File: config.mk
export PLATFORM = sky130hd
export DESIGN_NAME = circle_raster
export DESIGN_NICKNAME = d
export VERILOG_FILES = /design/src/rtl/circle_raster.sv
export SDC_FILE = /design/constraint.sdc
export NUM_CORES = 1
export LEC_CHECK = 0
export ABC_AREA = 0
export BUFFER_PORTS_ARGS = -buffer_cell sky130_fd_sc_hd__buf_2
export CAP_MARGIN = 20
export CORE_MARGIN = 2
export CORE_UTILIZATION = 45
export CTS_CLUSTER_DIAMETER = 150
export DETAILED_ROUTE_END_ITERATION = 10
export PLACE_DENSITY_LB_ADDON = 0.3
export SLEW_MARGIN = 20
export SYNTH_ARGS = -nofsm -noshare
export SYNTH_HDL_FRONTEND = slang
export SYNTH_SLANG_ARGS = --single-unit
File: constraint.sdc
create_clock -name clk -period 3.5 [get_ports clk]
set_input_delay 0.175 -clock clk [delete_from_list [all_inputs] [get_ports clk]]
set_output_delay 0.175 -clock clk [all_outputs]
set_load 0.02 [all_outputs]
File: src/rtl/circle_raster.sv
// Midpoint circle rasteriser: streams clipped outline or filled-disc
// pixels over a valid/ready beat interface, then pulses done.
module circle_raster #(
  parameter int X_W      = 8,
  parameter int Y_W      = 7,
  parameter int R_W      = 7,
  parameter int SCREEN_W = 160,
  parameter int SCREEN_H = 120,
  parameter int COLOUR_W = 3
) (
  input  logic                clk,
  input  logic                resetn,
  input  logic                start,
  input  logic [X_W-1:0]      cx,
  input  logic [Y_W-1:0]      cy,
  input  logic [R_W-1:0]      radius,
  input  logic [COLOUR_W-1:0] colour,
  input  logic                fill,
  output logic                busy,
  output logic                done,
  output logic                pvalid,
  input  logic                pready,
  output logic [X_W-1:0]      px,
  output logic [Y_W-1:0]      py,
  output logic [COLOUR_W-1:0] pcolour
);

  localparam int XY_W = (X_W > Y_W) ? X_W : Y_W;
  localparam int CW   = ((XY_W > R_W) ? XY_W : R_W) + 2;
  localparam int DW   = R_W + 4;

  localparam logic signed [CW-1:0] SW = CW'(SCREEN_W);
  localparam logic signed [CW-1:0] SH = CW'(SCREEN_H);

  localparam logic [1:0] IDLE = 2'd0;
  localparam logic [1:0] EMIT = 2'd1;
  localparam logic [1:0] STEP = 2'd2;
  localparam logic [1:0] FIN  = 2'd3;

  logic [1:0]             state;
  logic signed [CW-1:0]   cx_q;
  logic signed [CW-1:0]   cy_q;
  logic signed [CW-1:0]   x_q;
  logic signed [CW-1:0]   y_q;
  logic signed [CW-1:0]   col_q;
  logic signed [DW-1:0]   d_q;
  logic                   fill_q;
  logic [2:0]             idx_q;

  logic                   free;
  logic                   in_range;
  logic                   span_end;
  logic                   last_c;
  logic                   more;
  logic signed [CW-1:0]   cand_x;
  logic signed [CW-1:0]   cand_y;
  logic signed [CW-1:0]   span_hi;
  logic signed [CW-1:0]   next_lo;
  logic signed [CW-1:0]   x_nx;
  logic signed [CW-1:0]   y_nx;
  logic signed [DW-1:0]   xd;
  logic signed [DW-1:0]   yd;
  logic signed [DW-1:0]   d_nx;

  // Output register may take a new candidate when empty or draining.
  assign free = !pvalid || pready;

  always_comb begin
    cand_x  = '0;
    cand_y  = '0;
    span_hi = '0;
    next_lo = cx_q - y_q;
    if (fill_q) begin
      cand_x = col_q;
      unique case (idx_q[1:0])
        2'd0: begin
          cand_y  = cy_q + y_q;
          span_hi = cx_q + x_q;
          next_lo = cx_q - x_q;
        end
        2'd1: begin
          cand_y  = cy_q - y_q;
          span_hi = cx_q + x_q;
        end
        2'd2: begin
          cand_y  = cy_q + x_q;
          span_hi = cx_q + y_q;
        end
        default: begin
          cand_y  = cy_q - x_q;
          span_hi = cx_q + y_q;
        end
      endcase
    end else begin
      unique case (idx_q)
        3'd0: begin cand_x = cx_q + x_q; cand_y = cy_q + y_q; end
        3'd1: begin cand_x = cx_q + x_q; cand_y = cy_q - y_q; end
        3'd2: begin cand_x = cx_q - x_q; cand_y = cy_q + y_q; end
        3'd3: begin cand_x = cx_q - x_q; cand_y = cy_q - y_q; end
        3'd4: begin cand_x = cx_q + y_q; cand_y = cy_q + x_q; end
        3'd5: begin cand_x = cx_q + y_q; cand_y = cy_q - x_q; end
        3'd6: begin cand_x = cx_q - y_q; cand_y = cy_q + x_q; end
        default: begin cand_x = cx_q - y_q; cand_y = cy_q - x_q; end
      endcase
    end
  end

  assign span_end = (col_q == span_hi);
  assign last_c   = fill_q ? (idx_q[1:0] == 2'd3 && span_end)
                           : (idx_q == 3'd7);
  assign in_range = !cand_x[CW-1] && (cand_x < SW) &&
                    !cand_y[CW-1] && (cand_y < SH);

  assign xd   = DW'(x_q);
  assign yd   = DW'(y_q);
  assign d_nx = d_q[DW-1] ? d_q + (xd <<< 2) + DW'(6)
                          : d_q + ((xd - yd) <<< 2) + DW'(10);
  assign x_nx = x_q + CW'(1);
  assign y_nx = d_q[DW-1] ? y_q : y_q - CW'(1);
  assign more = (x_nx <= y_nx);

  always_ff @(posedge clk or negedge resetn) begin
    if (!resetn) begin
      state   <= IDLE;
      busy    <= 1'b0;
      done    <= 1'b0;
      pvalid  <= 1'b0;
      px      <= '0;
      py      <= '0;
      pcolour <= '0;
      cx_q    <= '0;
      cy_q    <= '0;
      x_q     <= '0;
      y_q     <= '0;
      col_q   <= '0;
      d_q     <= '0;
      fill_q  <= 1'b0;
      idx_q   <= '0;
    end else begin
      done <= 1'b0;
      if (pvalid && pready) begin
        pvalid <= 1'b0;
      end
      unique case (state)
        IDLE: begin
          if (start) begin
            cx_q    <= CW'(cx);
            cy_q    <= CW'(cy);
            x_q     <= '0;
            y_q     <= CW'(radius);
            col_q   <= CW'(cx);
            d_q     <= DW'(3) - DW'({radius, 1'b0});
            pcolour <= colour;
            fill_q  <= fill;
            idx_q   <= '0;
            busy    <= 1'b1;
            state   <= EMIT;
          end
        end
        EMIT: begin
          if (free) begin
            pvalid <= in_range;
            if (in_range) begin
              px <= cand_x[X_W-1:0];
              py <= cand_y[Y_W-1:0];
            end
            if (fill_q) begin
              if (span_end) begin
                idx_q <= idx_q + 3'd1;
                col_q <= next_lo;
              end else begin
                col_q <= col_q + CW'(1);
              end
            end else begin
              idx_q <= idx_q + 3'd1;
            end
            if (last_c) begin
              state <= STEP;
            end
          end
        end
        STEP: begin
          if (free) begin
            d_q   <= d_nx;
            x_q   <= x_nx;
            y_q   <= y_nx;
            idx_q <= '0;
            col_q <= cx_q - x_nx;
            if (more) begin
              state <= EMIT;
            end else begin
              busy  <= 1'b0;
              done  <= 1'b1;
              state <= FIN;
            end
          end
        end
        default: begin
          state <= IDLE;
        end
      endcase
    end
  end

endmodule
==> Word level (Yosys, flattened, before mapping) <==
Cells that the tools add are included.
{ "totals": {"register_bits": 83, "inputBits": 30, "word_cells": 133} }
{ "classes": {"add_sub_neg": 19, "order_cmp": 3, "n_eq_ne": 20, "mux": 48, "n_reduce_logical": 28} }
{ "ops": {"columns": ["op", "n"], "rows": [
  ["two-way mux 10 bit", 15],
  ["case mux 10 bit (3 select lines)", 4],
  ["case mux 10 bit (2 select lines)", 2],
  ["two-way mux 11 bit", 3],
  ["subtractor 9 x 10 -> 10 bit", 3],
  ["adder 11 bit", 2],
  ["case mux 11 bit (2 select lines)", 1],
  ["adder 10 x 2 -> 10 bit, second input constant", 2],
  ["adder 8 x 10 -> 10 bit", 2],
  ["adder 9 x 10 -> 10 bit", 2],
  ["subtractor 8 x 10 -> 10 bit", 2],
  ["two-way mux 3 bit", 5],
  ["OR reduction 2 bit", 7],
  ["equality test 3 bit, second input constant", 4],
  ["!= test 2 bit, second input constant", 6],
  ["adder 11 x 4 -> 11 bit, second input constant", 1],
  ["adder 11 x 5 -> 11 bit, second input constant", 1],
  ["equality test 10 bit", 1],
  ["less-or-equal comparator 10 bit", 1],
  ["less-than comparator 10 x 8 -> 1 bit, second input constant", 1],
  ["less-than comparator 10 x 9 -> 1 bit, second input constant", 1],
  ["two-way mux 1 bit", 10],
  ["two-way mux 2 bit", 5],
  ["AND reduction 5 bit", 2],
  ["22 further kinds", 35]
]} }

==> Logic depth before layout (Yosys ltp) <==
Gate-level depths: netlist (run 1).
{ "depth": {"depth_word": 10, "depth_mapped": 18} }

==> Worst setup path before layout (run 1) <==
Ideal clock, no wire load.
{ "synth_timing": {"path_kind": "register to register", "from": "reg y_q[3]", "to": "reg py[0]", "t_arrival_ps": 3633, "required_time_ps": 3373, "path_slack_ps": -261, "path_stages_with_launch": 17, "path_buffers": 4, "synth_period_minus_slack_ps": 3761, "path_cell_list": "dfrtp_1 -> clkbuf_1 -> inv_1 -> ha_1 -> clkbuf_1 -> inv_1 -> a211oi_1 -> mux2_2 -> a211oi_1 -> o221ai_1 -> o211ai_1 -> nor3_1 -> a2111oi_2 -> o211a_1 -> buf_4 -> buf_6 -> mux2_1"} }
{ "synth_between": {"elab_chain_cells": 8, "elab_cells_between_ends": 17, "classes_between": "4 x add/sub; 2 x order compare; 5 x mux; 6 x reduce/logical"} }
{ "synth_lines": {"columns": ["item", "line_no", "text"], "rows": [
  ["from (decl)", "44", "logic signed [CW-1:0] y_q;"],
  ["from (signal assigned)", "150", "y_q <= CW'(radius);"],
  ["from (signal assigned)", "186", "y_q <= y_nx;"],
  ["subtractor 9 x 10 -> 10 bit / adder 9 x 10 -> 10 bit (equally long branches)", null, null],
  ["case mux 10 bit (3 select lines)", "95", "unique case (idx_q)"],
  ["two-way mux 10 bit", "73", "if (fill_q) begin"],
  ["less-than comparator 10 x 9 -> 1 bit / zero test 1 bit (equally long branches)", "111", "assign in_range = !cand_x[CW-1] && (cand_x < SW) &&"],
  ["logical AND 1 bit (2 in a row)", "111", null],
  ["logical AND 1 bit (*)", "112", "!cand_y[CW-1] && (cand_y < SH);"],
  ["AND reduction 3 bit (no line) (*)", null, null],
  ["to (signal assigned)", "165", "py <= cand_y[Y_W-1:0];"],
  ["to (decl)", "24", "output logic [Y_W-1:0] py,"]
]} }
Every way passes the cells marked *; elsewhere a longest branch is shown, timed or not.
A chain may end at the register's enable or synchronous reset.

==> Worst setup path after layout (run 1) <==
{ "layout_timing": {"from": "reg y_q[0]", "to": "reg px[0]"} }
{ "layout_between": {"elab_chain_cells": 8, "elab_cells_between_ends": 17, "classes_between": "4 x add/sub; 2 x order compare; 5 x mux; 6 x reduce/logical"} }
{ "layout_lines": {"columns": ["item", "line_no", "text"], "rows": [
  ["subtractor 9 x 10 -> 10 bit / adder 9 x 10 -> 10 bit (equally long branches)", null, null],
  ["case mux 10 bit (3 select lines)", "95", null],
  ["two-way mux 10 bit", "73", null],
  ["less-than comparator 10 x 9 -> 1 bit / zero test 1 bit (equally long branches)", "111", null],
  ["logical AND 1 bit (2 in a row)", "111", null],
  ["logical AND 1 bit", "112", null],
  ["AND reduction 3 bit (no line)", null, null],
  ["to (signal assigned)", "164", "px <= cand_x[X_W-1:0];"],
  ["to (decl)", "23", "output logic [X_W-1:0] px,"]
]} }
Several ways; a longest one is shown, not always the timed one.

==> run_results.csv, run 1 <==
group,metric,value,unit
floorplan,die_h,160,um
placed_design,gp_routability_congestion,0.975,
route,vias,11803,
yosys,synth_top_cell_area_share,0.187,
yosys,synth_area_per_cell,8.09,um^2
yosys,yosys-top-cells-area,"dfrtp_1, ha_1, xnor2_1, o21ai_0, a21oi_1",
floorplan,start_util,0.455,
grt,grt_overflow,0,
yosys,async_reset_ff_frac,1.00,
yosys,synthFlopType,"dfrtp_1",
hold_path,holdCritStartpoint,"colour[1]",
critical_path,crit_family,"compound AO/OA/AOI/OAI gates",
route,drt_iter0_drc,895,
route,dr.pass1.iters,6,
placed_design,dp_cells,1899,
clock_tree,clk_latency,0.37,ns
grt,grt_max_degree,71,
hold_path,hold_end,"pcolour[1]",
critical_path,reg2reg_to,"px[0]",
critical_path,critical-path-max-stage-delay,0.40,ns
sta,slew_headroom,0.483,
clock_tree,clk_pin_slew,0.08,ns
grt,antenna_found_initial,0,
grt,grt_pass1_vias,11290,
cells_and_area,register_area,0.00206,mm^2
cells_and_area,area_delta_synth_final,32.6,%
cells_and_area,multi_input_area,0.00894,mm^2
route,drt-total-wl,43600,um
critical_path,r2r_slack,-0.10,ns
sta,max_freq,278,MHz
hold_path,hold_path_depth,2,
placed_design,dpl.hpwl,34200,um
route,ant_nets,0,
cells_and_area,drive_gt1_frac,0.332,
yosys,synth_nets,1529,
sta,hold_viol_final,0,
flow_run,drv_cap,0,
sta,fin_ws,-0.100,ns
clock_tree,cts-buffers-inserted,9,
sta,max_slew.worst_pin.slew,0.766,ns
sta,setup-violations-final,23,
critical_path,cp.required,3.75,ns
sta,period_share,1.03,
cells_and_area,nets,1792,
grt,grt_use_total,0.336,
clock_tree,clockBufferDepth,2,
clock_tree,cts_tree,"built",
sta,fin_worst_skew,0.0107,ns
cells_and_area,final_cells,1947,
critical_path,cp-end-kind,"flop",
yosys,syn_area,0.0110,mm^2
floorplan,die_w,160,um
yosys,synthesis.instances,1355,
critical_path,reg2reg_from,"y_q[0]",
critical_path,start_kind,"flop",
floorplan,std_cell_rows,57,
yosys,yosysTopAreaCell,"dfrtp_1",
clock_tree,cts.sinks,82,
floorplan,die_area,0.0256,mm^2
yosys,synth_edf_count,0,
route,wl_per_cell,22.4,um
clock_tree,h-tree-depth,3,
cells_and_area,fillCellCount,2184,
yosys,yosys_register_bits,82,
critical_path,reg2reg_depth,16,
yosys,seq_area_frac_synth,0.187,
critical_path,cp_cell_sequence,"buf_6 > ha_2 > fa_2 > nand2b_4 > a2111oi_2 > a2111oi_2 > buf_4 > buf_4 > inv_1 > a21oi_1 > o2111ai_1 > o21ai_0 > o31ai_2 > o211a_4 > buf_12 > mux2_4",
floorplan,io_pins,51,
route,via_per_inst,6.06,
critical_path,arrival,3.85,ns
hold_path,hold_path.class,"in2reg",
critical_path,cp_slowest_cell,"dfrtp_2",
placed_design,port_buffers,50,
sta,grt_setup_unrepaired,"true",
placed_design,dpl_worst_slack,-0.388,ns
sta,maxSlewViolCount,0,
clock_tree,cts_root_buffer,"clkbuf_16",
run_status,status,"finished, violations left",
run_status,violations,"setup timing",
critical_path,critical_path_buf_inv_count,5,
cells_and_area,diodes,0,
floorplan,core-area,0.0241,mm^2
yosys,yosys_warnings,0,
grt,grt_pass1_wl,66000,um
critical_path,path_class,"reg2reg",
critical_path,worstPathMaxFanout,6,
route,drcViolationCount,0,
yosys,synth.distinct_cells,104,
sta,min_period,3.60,ns
[area by class of cell]
type,count,share of cell area
clock buffers,10,0.0165
clock inverters,6,0.00500
inverters,103,0.0270
multi-input cells,1102,0.615
flip-flops and latches,82,0.142
well taps,324,0.0279
repair buffers,320,0.166
[sequential cells by signal, indices dropped and copies added (netlist names), 2 cells and up]
signal	flops
col_q	10
cx_q	8
cy_q	7
d_q	10
idx_q	3
pcolour	3
px	8
py	7
state	2
x_q	10
y_q	10
[cell usage in the layout, fill, tap and decap left out, types with 22 or more instances in the layout]
master and count:
mux2_2 25, ha_1 113, o21a_1 25, buf_4 249
inv_1 91, nor3_1 43, o21ai_0 88, o211ai_1 22
nor2_1 99, nand3_1 40, nand2_1 82, dfrtp_1 72
xnor2_1 66, a21oi_1 73, buf_2 49
[through the flow]
step           setup TNS, ns  area [um^2]  utilization  hold WS (ns)
2_1_floorplan              0        11000            -        -0.121
3_3_place_gp           -8.83        13100        0.542         0.407
3_5_place_dp           -9.70        13100        0.542         0.416
4_1_cts                -1.26        14000        0.580        0.0392
5_1_grt                -3.85        14500        0.603        0.0392
6_report               -1.19        14500        0.603        0.0395
[worst max-delay path by stage]
| stage | end | depth (start not counted) | from | slack [ns] |
|---|---|---|---|---|
| after floorplan | state[0] | 12 | x_q[1] | 0.003 |
| after global placement | py[6] | 13 | y_q[0] | -0.42 |
| after detailed placement | px[0] | 13 | y_q[0] | -0.39 |
| after CTS | px[0] | 15 | cx_q[0] | -0.1 |
| after global routing | d_q[10] | 18 | x_q[0] | -0.20 |
| final | px[0] | 16 | y_q[0] | -0.10 |
[cells in the mapped netlist (all sizes together) (11+ instances only)]
cell type,instances
nand2,83
o22ai,14
mux2i,21
a2111oi,14
nand3,41
o21bai,16
a21oi,89
nor2,102
nand2b,21
fa,12
nand4,13
clkbuf,45
a211oi,18
ha,132
a31oi,11
or3,18
xor2,16
o21a,26
buf,23
nor2b,22
o211ai,22
dfrtp,82
mux2,38
inv,103
o21ai,99
nor3,49
a21o,16
xnor2,73
[logic make-up (layout without fill, tap and decap cells)]
| family | count (synthesis) | in the layout | synth area share |
|---|---|---|---|
| AOI/OAI and AO/OA | 407 | 407 | 0.252 |
| xor gates and xnor gates | 89 | 89 | 0.0718 |
| adders and majority gates | 144 | 144 | 0.173 |
| buffers and inverters | 171 | 439 | 0.0723 |
| DFF | 82 | 82 | 0.187 |
| muxes | 59 | 59 | 0.0582 |
| and+or+nand+nor | 403 | 403 | 0.186 |
[metal layers]
| layer | wire length (um) | vias to the layer above | track usage |
|---|---|---|---|
| met1 | 18700 | 5709 | 0.445 |
| li1 | - | 5458 | - |
| met2 | 19400 | 523 | 0.540 |
| met3 | 3010 | 113 | 0.0408 |
| met5 | 0 | - | 0 |
| met4 | 2540 | 0 | 0.171 |
[timing repair]
action / in CTS / in global routing
buffers inserted: 17 / 12
gates resized for setup: 103 / 89
hold buffers: 0 / 1
cloned: 1 / 0
endpoints found under the setup margin: 33 / 36
hold endpoints to repair: 0 / 37
pin swaps: 43 / 63
Power of run 1 is left out: the tool's default activity adds up to more than one toggle a clock period on the data nets, which glitch-free logic cannot reach.
==> run 2: changes to the inputs <==
- BUFFER_PORTS_ARGS: -buffer_cell sky130_fd_sc_hd__buf_2 -> -buffer_cell sky130_fd_sc_hd__clkbuf_2
==> run 2 against run 1 <==
Compared with the run above: the run still ends with setup timing left; global-route usage is 0.78 points lower; hold slack worse by 0.0045 ns; final cell count is 0.41% lower; highest routed layer unchanged; critical endpoint is now state[0]; register-to-register slack worse by 0.16 ns; cell area is 1.3% lower; non-clock buffer count is 8 lower; clock skew is 0.0030 ns higher; core utilization is 0.80 points lower; die area stayed put.
==> run_results.csv, run 2 (synthesis gave the netlist of run 1 again) <==
group,metric,value,unit
grt,grt_overflow,0,
cells_and_area,multi_input_area,0.00886,mm^2
critical_path,start_kind,"flop",
cells_and_area,final_cells,1939,
route,drt_iter0_drc,1079,
sta,min_period,3.76,ns
route,ant_nets,0,
cells_and_area,final_cell_mix,"buf_4, ha_1, nor2_1, o21ai_0, inv_1",
run_status,status,"finished, violations left",
grt,grt_pass1_wl,64700,um
route,drcViolationCount,0,
critical_path,cp.required,3.75,ns
sta,final.setup.tns,-5.10,ns
cells_and_area,fillCellCount,2213,
floorplan,std_cell_rows,57,
sta,hold_viol_final,0,
critical_path,crit_top_cell,"buf_4",
floorplan,core-area,0.0241,mm^2
critical_path,cp_slowest_cell,"dfrtp_2",
clock_tree,cts.sinks,82,
sta,slew_headroom,0.388,
floorplan,die_area,0.0256,mm^2
route,vias,11709,
hold_path,hold_path.class,"in2reg",
critical_path,path_class,"reg2reg",
route,wl_per_cell,22.0,um
sta,maxSlewViolCount,0,
critical_path,critical-path-max-stage-delay,0.41,ns
cells_and_area,utilization,0.595,
grt,grt_use_total,0.328,
cells_and_area,diodes,0,
sta,fin_ws,-0.256,ns
cells_and_area,register_area,0.00206,mm^2
hold_path,holdCritStartpoint,"cy[0]",
floorplan,io_pins,51,
grt,grt_max_degree,63,
cells_and_area,nets,1784,
sta,period_share,1.07,
run_status,violations,"setup timing",
placed_design,port_buffers,50,
critical_path,reg2reg_to,"state[0]",
critical_path,crit_end,"state[0]",
grt,antenna_found_initial,0,
critical_path,reg2reg_depth,16,
sta,grt_setup_unrepaired,"true",
clock_tree,cts-buffers-inserted,9,
critical_path,worstPathMaxFanout,4,
flow_run,drv_cap,0,
clock_tree,clk_pin_slew,0.07,ns
placed_design,gp_routability_congestion,0.998,
cells_and_area,final_common_cell,"buf_4",
critical_path,cp_cell_sequence,"buf_6 > ha_4 > inv_2 > fa_2 > o21bai_4 > a2111oi_4 > nor4b_2 > buf_4 > o211ai_1 > mux2i_1 > nor4_2 > buf_4 > nand4_4 > or3_4 > a31oi_4 > mux2_4",
sta,max_slew.worst_pin.slew,0.919,ns
floorplan,die_h,160,um
critical_path,r2r_slack,-0.26,ns
clock_tree,clk_latency,0.37,ns
placed_design,dp_cells,1894,
route,drt-total-wl,42700,um
sta,fin_worst_skew,0.0137,ns
clock_tree,clockBufferDepth,2,
route,via_per_inst,6.04,
route,dr.pass1.iters,5,
clock_tree,h-tree-depth,3,
cells_and_area,area_delta_synth_final,30.8,%
floorplan,start_util,0.455,
clock_tree,cts_root_buffer,"clkbuf_16",
critical_path,critical_path.startpoint,"cx_q[0]",
sta,setup-violations-final,32,
floorplan,die_w,160,um
critical_path,cp-end-kind,"flop",
placed_design,dpl.hpwl,33500,um
critical_path,arrival,4.00,ns
grt,grt_pass1_vias,11267,
sta,max_freq,266,MHz
critical_path,reg2reg_from,"cx_q[0]",
cells_and_area,drive_gt1_frac,0.319,
clock_tree,cts_tree,"built",
[run 2: cell count changes in the layout (fill, tap and decap cells not counted), moves of 5 or more]
| cell | previous run | this run |
|---|---|---|
| clkbuf_2 | 0 | 49 |
| ha_2 | 6 | 1 |
| buf_4 | 249 | 240 |
| buf_2 | 49 | 0 |
[run 2: layer usage]
metal  global-route usage  vias up  share of wire
met3               0.0390      111          0.069
met4                0.156        0          0.052
met2                0.535      541           0.46
li1                     -     5434              -
met5                    0        -              0
met1                0.434     5623           0.42
[run 2: timing repair]
| item | in CTS | in global routing |
|---|---|---|
| setup buffers | 21 | 12 |
| resized for setup | 92 | 87 |
| pin swaps | 58 | 74 |
| endpoints found under the setup margin | 35 | 35 |
| endpoints found under the hold margin | 61 | 0 |
| hold buffers | 1 | 0 |
| gates cloned | 1 | 0 |
[run 2: worst min path at each step]
stage	endpoint	slack [ns]	depth (start not counted)
finish	cy_q[0]	0.04	2
global route	pcolour[0]	0.03	2
CTS	cy_q[0]	0.03	2
detailed placement	cy_q[0]	0.35	1
global placement	cy_q[0]	0.34	1
floorplan	busy	-0.12	0
[run 2: final cells by class]
type,instances,share of cell area
Multi-Input combinational cell,1102,0.619
Tap cell,324,0.0283
Timing Repair Buffer,312,0.162
Clock inverter,6,0.00349
Inverter,103,0.0280
Clock buffer,10,0.0160
Sequential cell,82,0.144
[run 2: critical path, delay by kind of cell (launching register included)]
family | cells | cell delay, ns
compound gates | 4 | 0.68
fa+ha+maj | 2 | 0.54
buf+inv | 4 | 0.50
flops | 1 | 0.41
mux | 2 | 0.47
simple gates | 4 | 1.04
[run 2: metrics by stage]
stage | setup slack (ns) | hold WS, ns | instance area, um^2
2_1_floorplan | 0.00270 | -0.121 | 11000
5_1_grt | -0.360 | 0.0332 | 14300
3_3_place_gp | -0.496 | 0.345 | 13000
6_report | -0.256 | 0.0350 | 14300
4_1_cts | -0.162 | 0.0325 | 13900
3_5_place_dp | -0.513 | 0.347 | 13000
Power of run 2 is left out for the same reason.
==> run 3: changes to the inputs <==
- PLACE_DENSITY: unset -> 0.76
- PLACE_DENSITY_LB_ADDON: 0.3 -> unset
==> run 3 against run 2 <==
Compared with the run above: the flow still finishes with violations (setup timing); wire length rose by 3.9%; die area is the same; global-route usage is 0.77 points higher; flip-flop and latch count unchanged; sequential share of layout area shrank 0.46 points; clock skew down 0.0023 ns; critical path type unchanged.
==> run_results.csv, run 3 (synthesis gave the netlist of run 1 again) <==
group,metric,value,unit
cells_and_area,area_delta_synth_final,35.0,%
critical_path,critical-path-max-stage-delay,0.40,ns
sta,maxSlewViolCount,0,
sta,hold_viol_final,0,
run_status,status,"finished, violations left",
floorplan,die_area,0.0256,mm^2
placed_design,port_buffers,50,
critical_path,worstPathMaxFanout,6,
cells_and_area,diodes,0,
clock_tree,clk_pin_slew,0.07,ns
route,drt-total-wl,44400,um
sta,period_share,1.07,
cells_and_area,final_cell_mix,"buf_4, ha_1, nor2_1, inv_1",
critical_path,cp_cell_sequence,"buf_12 > ha_1 > nor2b_1 > or3_1 > o211ai_1 > nand4_1 > o311a_4 > a2111oi_4 > nand4_2 > or3_4 > a31oi_4 > mux2_4",
hold_path,holdCritStartpoint,"cy[0]",
route,vias,11909,
grt,grt_use_total,0.336,
critical_path,reg2reg_from,"cx_q[3]",
grt,grt_overflow,0,
sta,final.setup.tns,-3.23,ns
cells_and_area,fillCellCount,2168,
route,ant_nets,0,
floorplan,core-area,0.0241,mm^2
critical_path,crit_family,"simple AND/OR/NAND/NOR gates",
placed_design,gp_routability_congestion,1.02,
cells_and_area,final_common_cell,"buf_4",
sta,setup-violations-final,29,
grt,grt_pass1_vias,11312,
sta,fin_worst_skew,0.0114,ns
sta,slew_headroom,0.360,
cells_and_area,utilization,0.614,
cells_and_area,register_area,0.00206,mm^2
critical_path,reg2reg_to,"state[0]",
critical_path,critical_path_buf_inv_count,1,
hold_path,hold_path_depth,2,
sta,max_freq,268,MHz
clock_tree,cts-buffers-inserted,9,
grt,antenna_found_initial,0,
flow_run,drv_cap,0,
sta,min_period,3.73,ns
grt,grt_max_degree,65,
floorplan,std_cell_rows,57,
clock_tree,clockBufferDepth,2,
sta,fin_ws,-0.235,ns
cells_and_area,nets,1830,
cells_and_area,drive_gt1_frac,0.341,
placed_design,dpl.hpwl,34900,um
floorplan,start_util,0.455,
route,via_per_inst,6.00,
floorplan,die_h,160,um
critical_path,cp.required,3.73,ns
cells_and_area,multi_input_area,0.00888,mm^2
clock_tree,clk_latency,0.36,ns
critical_path,cp-end-kind,"flop",
run_status,violations,"setup timing",
sta,timing.hold.ws,0.0471,ns
floorplan,die_w,160,um
floorplan,io_pins,51,
critical_path,path_class,"reg2reg",
grt,grt_pass1_wl,65900,um
critical_path,arrival,3.97,ns
clock_tree,h-tree-depth,3,
sta,grt_setup_unrepaired,"true",
route,drcViolationCount,0,
route,drt_iter0_drc,1179,
clock_tree,cts.sinks,82,
hold_path,hold_end,"cy_q[0]",
critical_path,start_kind,"flop",
critical_path,r2r_slack,-0.23,ns
clock_tree,cts_root_buffer,"clkbuf_16",
route,wl_per_cell,22.4,um
sta,max_slew.worst_pin.slew,0.957,ns
route,dr.pass1.iters,6,
critical_path,cp_slowest_cell,"dfrtp_1",
hold_path,hold_path.class,"in2reg",
clock_tree,cts_tree,"built",
critical_path,reg2reg_depth,12,
-- run 3: cell count changes in the layout (fill, tap and decap cells not counted), moves of 4 or more --
cell / before / now
ha_1: 114 / 118
nor3_2: 2 / 6
ha_4: 17 / 12
o21ai_1: 5 / 16
buf_6: 19 / 5
buf_4: 240 / 292
a21oi_1: 71 / 75
buf_12: 1 / 7
o21ai_0: 90 / 81
-- run 3: how the worst max path moves through the flow --
stage | depth (start not counted) | startpoint | slack, ns | to
floorplan | 12 | x_q[1] | 0.003 | state[0]
global placement | 13 | cx_q[0] | -0.32 | state[0]
detailed placement | 14 | cx_q[0] | -0.50 | col_q[9]
CTS | 15 | x_q[0] | -0.19 | state[0]
global route | 19 | x_q[0] | -0.32 | d_q[10]
finish | 12 | cx_q[3] | -0.23 | state[0]
-- run 3: cell type report --
type                    instances  share of cell area
well taps                     324              0.0274
inverters                     103              0.0268
multi-input cells            1102               0.600
clock buffers                  11              0.0171
flip-flops and latches         82               0.139
clock inverters                 5             0.00575
repair buffers                358               0.183
-- run 3: metal layers --
layer	wire [um]	vias up	GRT usage
met5	0	-	0
met4	2750	0	0.179
met2	20000	539	0.534
met1	18700	5704	0.447
li1	-	5534	-
met3	2900	132	0.0400
-- run 3: stage by stage --
stage | setup slack (ns) | instance area [um^2] | instances
6_report | -0.235 | 14800 | 1985
5_1_grt | -0.322 | 14800 | 1985
4_1_cts | -0.188 | 14100 | 1970
3_5_place_dp | -0.501 | 13400 | 1944
3_3_place_gp | -0.321 | 13400 | 1944
2_1_floorplan | 0.00270 | 11000 | 1355
-- run 3: repair_timing --
item,in CTS,in global routing
cloned,0,1
setup endpoints to repair,33,38
endpoints found under the hold margin,32,0
resized for setup,59,116
setup buffers,9,18
hold buffers,1,0
pin swaps,45,85
Power of run 3 is left out for the same reason.
